**src/rtl/pc_redirect_ctrl.sv**
```systemverilog
// Fetch redirect sequencer: arbitrates trap/mispredict/decode redirects, waits for fetch idle,
// issues one alter pulse, then flushes/stalls for DRAIN_CYCLES. Define PC_REDIRECT_PERF_EN for per-source counters.
module pc_redirect_ctrl #(
    parameter int unsigned DRAIN_CYCLES = 2,
    parameter int unsigned CNT_WIDTH    = 32,
    parameter int unsigned PC_WIDTH     = 32
) (
    input  logic                 i_clk,
    input  logic                 i_rst,
    input  logic                 i_trap_req,
    input  logic [PC_WIDTH-1:0]  i_trap_pc,
    input  logic                 i_mispred_req,
    input  logic [PC_WIDTH-1:0]  i_mispred_pc,
    input  logic                 i_decode_req,
    input  logic [PC_WIDTH-1:0]  i_decode_pc,
    input  logic                 i_fetch_idle,
    input  logic                 i_stall_in,
    output logic                 o_alter,
    output logic [PC_WIDTH-1:0]  o_pc,
    output logic                 o_stall,
    output logic                 o_flush_fetch,
    output logic                 o_flush_decode,
    output logic                 o_busy,
    output logic [CNT_WIDTH-1:0] o_cnt_trap,
    output logic [CNT_WIDTH-1:0] o_cnt_mispred,
    output logic [CNT_WIDTH-1:0] o_cnt_decode
);

    typedef enum logic [1:0] {
        ST_IDLE,
        ST_HOLD,
        ST_ISSUE,
        ST_DRAIN
    } state_t;

    localparam logic [1:0] SRC_TRAP    = 2'd0;
    localparam logic [1:0] SRC_MISPRED = 2'd1;
    localparam logic [1:0] SRC_DECODE  = 2'd2;
    localparam logic [3:0] DRAIN_LOAD  = 4'(DRAIN_CYCLES > 0 ? DRAIN_CYCLES - 1 : 0);

    state_t              state;
    logic [PC_WIDTH-1:0] cap_pc;
    logic [1:0]          cap_src;
    logic [3:0]          drain_cnt;

    logic                any_req;
    logic [1:0]          win_src;
    logic [PC_WIDTH-1:0] win_pc;
    logic                late_req;
    logic [1:0]          late_src;
    logic [PC_WIDTH-1:0] late_pc;
    logic                accept;
    logic [1:0]          acc_src;
    logic [PC_WIDTH-1:0] acc_pc;

    always_comb begin
        any_req  = i_trap_req | i_mispred_req | i_decode_req;
        win_src  = SRC_DECODE;
        win_pc   = i_decode_pc;
        if (i_trap_req) begin
            win_src = SRC_TRAP;
            win_pc  = i_trap_pc;
        end else if (i_mispred_req) begin
            win_src = SRC_MISPRED;
            win_pc  = i_mispred_pc;
        end

        // After an issue, decode requests are wrong-path, so only trap/mispred compete.
        late_req = i_trap_req | i_mispred_req;
        late_src = i_trap_req ? SRC_TRAP : SRC_MISPRED;
        late_pc  = i_trap_req ? i_trap_pc : i_mispred_pc;

        accept   = 1'b0;
        acc_src  = win_src;
        acc_pc   = win_pc;
        case (state)
            ST_IDLE:  accept = any_req;
            ST_HOLD:  accept = any_req && (win_src < cap_src);
            ST_ISSUE,
            ST_DRAIN: begin
                accept  = late_req && (late_src <= cap_src);
                acc_src = late_src;
                acc_pc  = late_pc;
            end
            default:  accept = 1'b0;
        endcase
    end

    always_ff @(posedge i_clk) begin
        if (i_rst) begin
            state     <= ST_IDLE;
            cap_pc    <= '0;
            cap_src   <= '0;
            drain_cnt <= '0;
        end else if (accept) begin
            cap_pc  <= acc_pc;
            cap_src <= acc_src;
            state   <= i_fetch_idle ? ST_ISSUE : ST_HOLD;
        end else begin
            case (state)
                ST_HOLD: begin
                    if (i_fetch_idle) state <= ST_ISSUE;
                end
                ST_ISSUE: begin
                    drain_cnt <= DRAIN_LOAD;
                    state     <= (DRAIN_CYCLES == 0) ? ST_IDLE : ST_DRAIN;
                end
                ST_DRAIN: begin
                    if (drain_cnt == '0) state <= ST_IDLE;
                    else                 drain_cnt <= drain_cnt - 4'd1;
                end
                default: state <= ST_IDLE;
            endcase
        end
    end

    assign o_alter        = (state == ST_ISSUE);
    assign o_pc           = o_alter ? cap_pc : '0;
    assign o_flush_fetch  = (state == ST_ISSUE) || (state == ST_DRAIN);
    assign o_flush_decode = o_flush_fetch && (cap_src != SRC_DECODE);
    assign o_busy         = (state != ST_IDLE);
    assign o_stall        = i_stall_in | o_busy;

`ifdef PC_REDIRECT_PERF_EN
    logic [CNT_WIDTH-1:0] cnt_trap;
    logic [CNT_WIDTH-1:0] cnt_mispred;
    logic [CNT_WIDTH-1:0] cnt_decode;

    // Saturating per-source counts of issued redirects.
    always_ff @(posedge i_clk) begin
        if (i_rst) begin
            cnt_trap    <= '0;
            cnt_mispred <= '0;
            cnt_decode  <= '0;
        end else if (state == ST_ISSUE) begin
            case (cap_src)
                SRC_TRAP:    if (cnt_trap    != '1) cnt_trap    <= cnt_trap    + 1'b1;
                SRC_MISPRED: if (cnt_mispred != '1) cnt_mispred <= cnt_mispred + 1'b1;
                SRC_DECODE:  if (cnt_decode  != '1) cnt_decode  <= cnt_decode  + 1'b1;
                default:     ;
            endcase
        end
    end

    assign o_cnt_trap    = cnt_trap;
    assign o_cnt_mispred = cnt_mispred;
    assign o_cnt_decode  = cnt_decode;
`else
    assign o_cnt_trap    = '0;
    assign o_cnt_mispred = '0;
    assign o_cnt_decode  = '0;
`endif

endmodule

```
**config.mk**
```make
export PLATFORM = sky130hd
export DESIGN_NAME = pc_redirect_ctrl
export DESIGN_NICKNAME = d
export VERILOG_FILES = /design/src/rtl/pc_redirect_ctrl.sv
export SDC_FILE = /design/constraint.sdc
export NUM_CORES = 1
export LEC_CHECK = 0
export ABC_CLOCK_PERIOD_IN_PS = 1700
export BUFFER_PORTS_ARGS = -buffer_cell sky130_fd_sc_hd__buf_4
export CORE_MARGIN = 1
export CORE_UTILIZATION = 38
export CTS_BUF_LIST = sky130_fd_sc_hd__clkbuf_4
export DETAILED_ROUTE_END_ITERATION = 10
export GPL_ROUTABILITY_DRIVEN = 1
export PLACE_DENSITY = 0.79
export SLEW_MARGIN = 25
export SYNTH_ARGS = -nofsm -noshare
export SYNTH_HDL_FRONTEND = slang
export SYNTH_SLANG_ARGS = --single-unit
```
**constraint.sdc**
```tcl
create_clock -name i_clk -period 1.7 [get_ports i_clk]
set_input_delay 0.17 -clock i_clk [delete_from_list [all_inputs] [get_ports i_clk]]
set_output_delay 0.17 -clock i_clk [all_outputs]
set_load 0.05 [all_outputs]
```
## After elaboration in Yosys (flattened, before gate mapping)

Index checks and enable logic that the tools add are counted.
W data, S select, Z words.

- $add $sub $neg: 1
- Order comparisons: 2
- Equal/unequal tests: 7
- Muxes and demuxes: 17
- Bitwise operators: 4
- Reductions and logical operators: 11

Operators with widths:

| operator | count |
|---|---|
| $mux W32 | 5 |
| $mux W2 | 7 |
| $pmux W4 S2 | 1 |
| $ne A3 B3 Y1 const B | 2 |
| $pmux W2 S3 | 1 |
| $eq A2 B2 Y1 const B | 2 |
| $logic_not A4 Y1 | 1 |
| $mux W4 | 1 |
| $ne A2 B2 Y1 const B | 2 |
| $reduce_bool A2 Y1 | 2 |
| $sub A4 B1 Y4 const B | 1 |
| $logic_and A1 B1 Y1 | 3 |
| $or A1 B1 Y1 | 3 |
| $pmux W1 S3 | 1 |
| $reduce_and A3 Y1 | 1 |
| $eq A2 B1 Y1 const B | 1 |
| $le A1 B2 Y1 | 1 |
| $logic_not A2 Y1 | 1 |
| $lt A2 B2 Y1 | 1 |
| $reduce_and A2 Y1 | 1 |
| $reduce_or A2 Y1 | 1 |
| $logic_or A1 B1 Y1 | 1 |
| $mux W1 | 1 |
| $not A1 Y1 | 1 |

- Register bits after elaboration: 40
- Input port bits: 103
- Output and inout port bits: 133
- Word-level logic and storage cells: 46

## Depth between registers and ports, before layout

Gate-level depths: netlist of the first run.

- Depth after elaboration: 7
- Gate-level depth with buffers: 10
- Depth with buffers taken out: 8

## Least setup slack after synthesis of the first run

OpenSTA, ideal clock, no wires.

- Path kind: flip-flop to flip-flop
- From: register state[0]
- To: register cap_pc[16]
- Setup time: 0.117 ns
- Arrival time: 2.084 ns
- Data required time: 1.583 ns
- Setup slack: -0.501 ns
- Stages on the path, launching flop included: 10
- Buffers on the path: 1
- Clock period less this slack: 2.201 ns
- Path through: dfxtp_1 > inv_1 > ha_1 > nor2_4 > inv_2 > nor2_4 > buf_6 > mux2i_1 > o21ai_0 > a22o_1

- Word-level cells in the longest chain between the ends: 3
- Elaborated cells on any way between the ends: 7
- Classes of those cells: eq/ne: 3; mux: 2; reduce/logical: 2

Ends and longest elaborated chain:

| what | line | RTL |
|---|---|---|
| from (decl) | 41 | `state_t state;` |
| from (signal assigned) | 98 | `state <= i_fetch_idle ? ST_ISSUE : ST_HOLD;` |
| from (signal assigned) | 106 | `state <= (DRAIN_CYCLES == 0) ? ST_IDLE : ST_DRAIN;` |
| $eq A2 B2 Y1 * | - |  |
| via o_alter | 18 | `output logic o_alter,` |
| $reduce_or A2 Y1 * | 76 | `case (state)` |
| $pmux W1 S3 / $mux W32 (equally long branches) | 76 |  |
| to (signal assigned) | 96 | `cap_pc <= acc_pc;` |
| to (decl) | 42 | `logic [PC_WIDTH-1:0] cap_pc;` |

The timed path passes the listed nets; every way through them passes the cells marked *.
A chain may end at the register's enable or synchronous reset.

## Worst setup path in the final report of the first run

- From: register state[1]
- To: register cap_pc[4]

- Word-level cells in the longest chain between the ends: 3
- Elaborated cells on any way between the ends: 7
- Classes of those cells: eq/ne: 3; mux: 2; reduce/logical: 2

Ends and longest elaborated chain:

| what | line |
|---|---|
| $eq A2 B2 Y1 | 76 |
| $reduce_or A2 Y1 | 76 |
| $pmux W1 S3 / $mux W32 (equally long branches) | 76 |

Parallel ways exist; a longest one is shown, timed or not.

==> summary.md, run 1 <==
| Metric | Value |
|---|---|
| Drt first pass iters | `4` |
| Main combinational cell family by area after synthesis | `buffers and inverters` |
| Distinct cells, synth | `36` |
| Final setup fails | `72` |
| Crit path from | `state[1]` |
| Mapped Avg Cell Area | `8.369 um2` |
| Leak | `2.428 nW` |
| Clk slew on worst S/H paths | `140 ps` |
| Area leader, netlist | `dfxtp_1` |
| Register bit count reported by yosys | `40` |
| Total of warnings raised by yosys | `0` |
| Top cells by count, synth | `buf_4, dfxtp_1, nand2_1` |
| Num ports | `236` |
| DR vias | `3066` |
| Die width | `about 95 um` |
| DP HPWL | `6054 um` |
| Final hold vios | `0` |
| Hold depth | `2` |
| Outcome | `finished with violations` |
| Reg2Reg Depth | `10` |
| Layout cells sized above 1 | `42.33%` |
| NetSw | `0.003388 W` |
| Initial detailed-routing violation count | `48` |
| Vias per cell | `4.563` |
| Clk pwr share | `8.1%` |
| Grt ovf | `0` |
| Synth top area share | `24.60%` |
| Main synth FF type | `dfxtp_1` |
| FMAX | `around 530 MHz` |
| Failing checks | `negative setup slack` |
| Top cells by area, synth | `dfxtp_1, buf_4, mux2i_1` |
| Worst-path fanout max | `16` |
| Chip height | `around 95 um` |
| Gate power share | `~73%` |
| Min-Delay Path Class | `in2reg` |
| Min cycle time layout | `1896 ps` |
| Clock Tree Root | `clkbuf_4` |
| First-pass GRT wire length | `12410 um` |
| Async set or reset register ratio after synthesis | `0%` |
| Seq/Total Area, Yosys | `~25%` |
| # diodes | `0` |
| Core Rows | `33` |
| Nets | `678` |
| Worst-skew pair later-pin latency | `340 ps` |
| Most common cell in the netlist | `buf_4` |
| WL/cell | `13.75 um` |
| Hold endpoint | `cap_src[0]` |
| Period utilisation layout | `111.5%` |
| Fin. max-slew vios | `0` |
| Final instance area | `around 0.0049 mm2` |
| Total power | `around 0.0076 W` |
| Initial Utilization | `39.42%` |
| Netlist Area Pre-Place | `roughly 0.0033 mm2` |
| RSZ-0062 raised after global routing | `true` |
| Critical path capture point type | `register` |
| Flop pwr share | `19.3%` |
| Number of global-route vias before repair | `2691` |
| I/O Buffers | `139` |
| CP Data Required Time | `between 1500 and 2000 ps` |
| Dpl cell area | `0.004153 mm2` |
| Crit path DAT | `2130 ps` |
| Final worst slack | `-195.5 ps` |
| TritonCTS clock tree | `done` |
| DR DRC count | `0` |
| Max clock buf depth | `2` |
| Reg2Reg Setup Slack | `-200 ps` |
| Power Density | `about 1500 mW/mm2` |
| Peak supply drop | `1136 uV` |
| WS Path Type | `reg2reg` |
| Crit start category | `register` |
| Max cap viols | `0` |
| Reg2reg end | `cap_pc[4]` |
| Num CTS Buffers | `5` |
| Mux cell area share after synthesis | `9.839%` |
| Net Sw Frac | `44.58%` |
| Min-delay src | `i_rst` |
| Cells after Synth | `389` |
| Post-synthesis adder-cell area fraction | `under 10%` |
| P_int | `0.004213 W` |
| Post-route ant nets | `0` |
| Initial antenna violation count | `0` |
| Compound-cell area share of the yosys netlist | `a little under a fifth` |
| Total die area | `0.008942 mm2` |
| Core Region | `0.008258 mm2` |
| Synth Area in Simple Gates | `15.49%` |
| Area Growth Syn to Fin | `51.50%` |
| Clock skew | `~19 ps` |
| WL final | `9241 um` |
| GPL Wtd Cong | `around 0.75` |
| Final core occ | `59.73%` |
| H-tree Lvls | `2` |
| Post-synth EDFFs | `0` |
| Gr usage total | `a little under a fifth` |
| Largest net degree at the start of global routing | `approximately 50` |
| Clock sink count | `40` |
| Xor/xnor share of the synthesized area | `0%` |
| Reg2Reg Launch Point | `state[1]` |
==> layout make-up <==
type                            instances  area (um2)
Timing Repair Buffer                  191        1718
Tap cell                              105       131.4
Multi-Input combinational cell        319        2153
Clock buffer                            5       37.54
Fill cell                             694        3326
Sequential cell                        40       810.8
Inverter                                9       43.79
Clock inverter                          3       37.54
==> worst max path at each step <==
| stage | end | slack, ps | cells after the start |
|---|---|---|---|
| 2_1_floorplan | cap_pc[16] | -120 | 9 |
| 3_3_place_gp | cap_pc[4] | -250 | 8 |
| 3_5_place_dp | cap_pc[4] | -380 | 8 |
| 4_1_cts | cap_pc[20] | -150 | 10 |
| 5_1_grt | cap_pc[10] | -240 | 10 |
| 6_report | cap_pc[4] | -200 | 10 |
==> critical path, stage by stage, from the launching register on <==
cell and delay, ps:
dfxtp_4 390, buf_6 120, ha_4 170, nor2_4 150, buf_6 130, buf_4 110, o22a_4 170, buf_4 130
nor2_4 40, buf_12 150, a22o_1 230
==> cell families (layout without fill, tap and decap cells) <==
group,count (synthesis),count (layout)
other,1,96
adders and majority gates,9,9
buffers and inverters,126,208
muxes,32,32
and+or+nand+nor,95,96
AOI/OAI and AO/OA,86,86
DFF,40,40
==> power groups by stage <==
stage | clock [W] | combinational [W] | sequential (W)
5_1_grt | 0.000677 | 0.00580 | 0.00150
6_report | 0.000614 | 0.00552 | 0.00147
3_5_place_dp | 0 | 0.00370 | 0.00144
3_3_place_gp | 0 | 0.00358 | 0.00144
2_1_floorplan | 0 | 0.00291 | 0.00140
4_1_cts | 0.000630 | 0.00477 | 0.00145
==> through the flow <==
stage                     TNS, ps  hold slack [ps]  std cells  setup WS, ps
final                       -7837            143.3        672        -195.5
after detailed placement   -12370            449.8        634        -382.0
after global routing       -12780            128.0        672        -240.7
after global placement      -7310            448.5        634        -251.6
after CTS                   -5242            123.1        662        -151.4
after floorplan             -3610            352.6        484        -119.7
==> routing by layer <==
metal  global-route usage (%)  vias up  routed length, um
met5                        0        -                  0
met2                    36.41      139               4910
met3                    3.865        6                677
met4                    4.419        0                 72
li1                         -     1485                  -
met1                    19.00     1436               3581
==> sequential cells by signal (all words and copies together) (netlist names) <==
register	count
cap_src	2
cap_pc	32
drain_cnt	4
state	2
==> cell usage in the layout, fill, tap and decap left out, drive strengths merged <==
master   synthesis  routed
nand2           37      37
o41ai            1       1
mux2i           32      32
clkinv           0       2
nor2            11      12
a2bb2oi          1       1
ha               9       9
and2            32      32
a22o            33      33
conb             1      96
buf            106     191
inv              9       9
o32ai            2       2
clkbuf          11       5
nand3            2       2
nor2b            2       2
a21oi            6       6
nand2b           5       5
a21o             1       1
nor3b            1       1
o21a             1       1
a41oi            1       1
nor3             3       3
nor4             1       1
o211ai           1       1
o31ai            1       1
or3              1       1
o22ai            1       1
dfxtp           40      40
bufinv           0       1
o21ai           33      33
a211oi           3       3
o22a             1       1
==> what timing repair did <==
action                     in CTS  in global routing
hold endpoints to repair        0                  0
cloned                          6                  0
resized for setup              40                 38
buffers inserted               15                 12
hold buffers                    0                  0
setup endpoints to repair      74                 77
pin swaps                      41                 18
Note: power is estimated with default switching activity, not from simulation.
==> run 2, diff against run 1 <==
--- a/config.mk
+++ b/config.mk
@@ -6,13 +6,12 @@
 export NUM_CORES = 1
 export LEC_CHECK = 0
 export ABC_CLOCK_PERIOD_IN_PS = 1700
-export BUFFER_PORTS_ARGS = -buffer_cell sky130_fd_sc_hd__buf_4
-export CORE_MARGIN = 1
-export CORE_UTILIZATION = 38
+export CORE_AREA = 2 2 91 93
 export CTS_BUF_LIST = sky130_fd_sc_hd__clkbuf_4
 export DETAILED_ROUTE_END_ITERATION = 10
+export DIE_AREA = 0 0 93 95
+export DONT_BUFFER_PORTS = 1
 export GPL_ROUTABILITY_DRIVEN = 1
-export PLACE_DENSITY = 0.79
 export SLEW_MARGIN = 25
 export SYNTH_ARGS = -nofsm -noshare
 export SYNTH_HDL_FRONTEND = slang
==> run 2 against run 1 <==
- the run still ends with negative setup slack left
- total power decreased by 15%
- critical path type unchanged
- combinational power decreased by 18%
- sequential share of layout area increased by 3.9 points
- global-route usage decreased by 3.5 points
==> summary.md, run 2 (synthesis gave the netlist of run 1 again) <==
| Metric | Value |
|---|---|
| Max clock buf depth | `2` |
| Chip height | `around 95 um` |
| WL/cell | `14.09 um` |
| # diodes | `0` |
| Grt ovf | `0` |
| RSZ-0062 raised after global routing | `true` |
| Crit start category | `register` |
| Post-route non-filler standard cell count | `552` |
| Dpl cell area | `0.003347 mm2` |
| Initial antenna violation count | `0` |
| Core Region | `0.007928 mm2` |
| Post-route ant nets | `0` |
| Most common cell after layout, fill and taps aside | `conb_1` |
| DR vias | `between 2000 and 3000` |
| Outcome | `finished with violations` |
| Peak supply drop | `832.2 uV` |
| Final hold vios | `0` |
| I/O Buffers | `0` |
| Area Growth Syn to Fin | `22.29%` |
| Placed instance count | `525` |
| Max cap viols | `0` |
| Num CTS Buffers | `5` |
| GPL Wtd Cong | `0.8220` |
| Initial detailed-routing violation count | `75` |
| Number of global-route vias before repair | `2120` |
| Reg2Reg Depth | `10` |
| Leak | `1.817 nW` |
| Total die area | `0.008835 mm2` |
| Final setup fails | `~50` |
| Hold depth | `3` |
| Die width | `between 90 and 100 um` |
| DP HPWL | `5017 um` |
| TritonCTS clock tree | `done` |
| Critical path capture point type | `register` |
| Period utilisation layout | `108.5%` |
| Crit path DAT | `2090 ps` |
| Min-Delay Path Class | `in2reg` |
| Num ports | `236` |
| CP Data Required Time | `1950 ps` |
| Drt first pass iters | `4` |
| Number of flip-flops in the largest register | `32` |
| Clock sink count | `40` |
| Final instance area | `roughly 0.0040 mm2` |
| Nets | `approximately 560` |
| Failing checks | `negative setup slack` |
| Core Rows | `33` |
| WL final | `7779 um` |
| Power Density | `between 1500 and 2000 mW/mm2` |
| First-pass GRT wire length | `10100 um` |
| Worst-path fanout max | `6` |
| WS Path Type | `reg2reg` |
| Vias per cell | `4.627` |
| Final worst slack | `-143.9 ps` |
| Clk slew on worst S/H paths | `130 ps` |
| FMAX | `542.3 MHz` |
| Min cycle time layout | `1844 ps` |
| Initial Utilization | `41.07%` |
| Commonest cells after routing, fill and taps aside | `conb_1, nand2_1, dfxtp_1` |
| Clock skew | `10.79 ps` |
| Largest regs | `cap_pc (32), drain_cnt (4)` |
| Worst-skew pair later-pin latency | `~350 ps` |
| H-tree Lvls | `2` |
| Largest register by flop count | `cap_pc` |
| Clock Tree Root | `clkbuf_4` |
| Layout cells sized above 1 | `roughly a quarter` |
| Largest net degree at the start of global routing | `71` |
| Fin. max-slew vios | `0` |
| Gr usage total | `between 10 and 15%` |
| DR DRC count | `0` |
run 2: changes by cell type in the layout (fill, tap and decap cells not counted), moves of 3 or more:
cell | before | now
buf_4 | 158 | 21
dlygate4sd3_1 | 0 | 3
and2_4 | 0 | 3
ha_4 | 6 | 3
buf_16 | 5 | 0
ha_2 | 1 | 4
o21ai_1 | 24 | 30
and2_1 | 32 | 29
o21ai_0 | 8 | 2
buf_6 | 19 | 32
run 2: path summary, 6_finish.rpt:
kind,start,to,slack [ps]
setup reg to reg,state[1],cap_pc[4],-140
setup / recovery,state[1],cap_pc[4],-140
hold reg to reg,cap_pc[19],cap_pc[19],480
hold / removal,i_fetch_idle,state[0],60
run 2: per-stage QoR:
step / util [%] / setup slack (ps) / total power, W / hold WS, ps / setup TNS (ps)
final: 50.22 / -143.9 / 0.006434 / 60.13 / -3136
after CTS: 45.63 / -129.7 / 0.005833 / 9.337 / -5766
after global routing: 50.22 / -201.8 / 0.006830 / 42.49 / -8957
after global placement: 42.22 / -248.4 / 0.004758 / 238.7 / -7210
after detailed placement: 42.22 / -312.5 / 0.004820 / 241.4 / -9187
after floorplan: - / -119.7 / 0.004315 / 352.6 / -3610
run 2: final cells by class:
| cell class | instances | area, um2 |
|---|---|---|
| Timing Repair Buffer | 71 | 848.3 |
| Fill cell | 722 | 3946 |
| Multi-Input combinational cell | 319 | 2092 |
| Inverter | 9 | 45.04 |
| Tap cell | 105 | 131.4 |
| Clock inverter | 3 | 18.77 |
| Sequential cell | 40 | 808.3 |
| Clock buffer | 5 | 37.54 |
run 2: timing repair:
action	in CTS	in global routing
pin swaps	6	12
buffers inserted	7	6
gates cloned	2	2
hold endpoints to repair	7	0
resized for setup	27	69
hold buffers	3	0
endpoints found under the setup margin	71	74
run 2: report_power, final:
| group | internal, W | switching [W] |
|---|---|---|
| Clock | 0.000159 | 0.000324 |
| Combinational | 0.00195 | 0.00256 |
| Sequential | 0.00128 | 0.000168 |
run 2: metal layers:
metal	vias to the layer above	global-route usage (%)	share of wire (%)
met5	-	0	0
li1	1247	-	-
met1	1164	16.11	39
met4	0	5.515	1.3
met2	134	27.05	52
met3	9	3.911	7.9
run 2: worst max-delay path: stages (launching register included):
cell and delay, ps:
dfxtp_2 360, buf_6 110, ha_4 160, nor2_4 140, inv_6 50, nor2_4 130, buf_12 140, buf_12 130
mux2i_1 190, o21ai_1 100, a22o_1 210
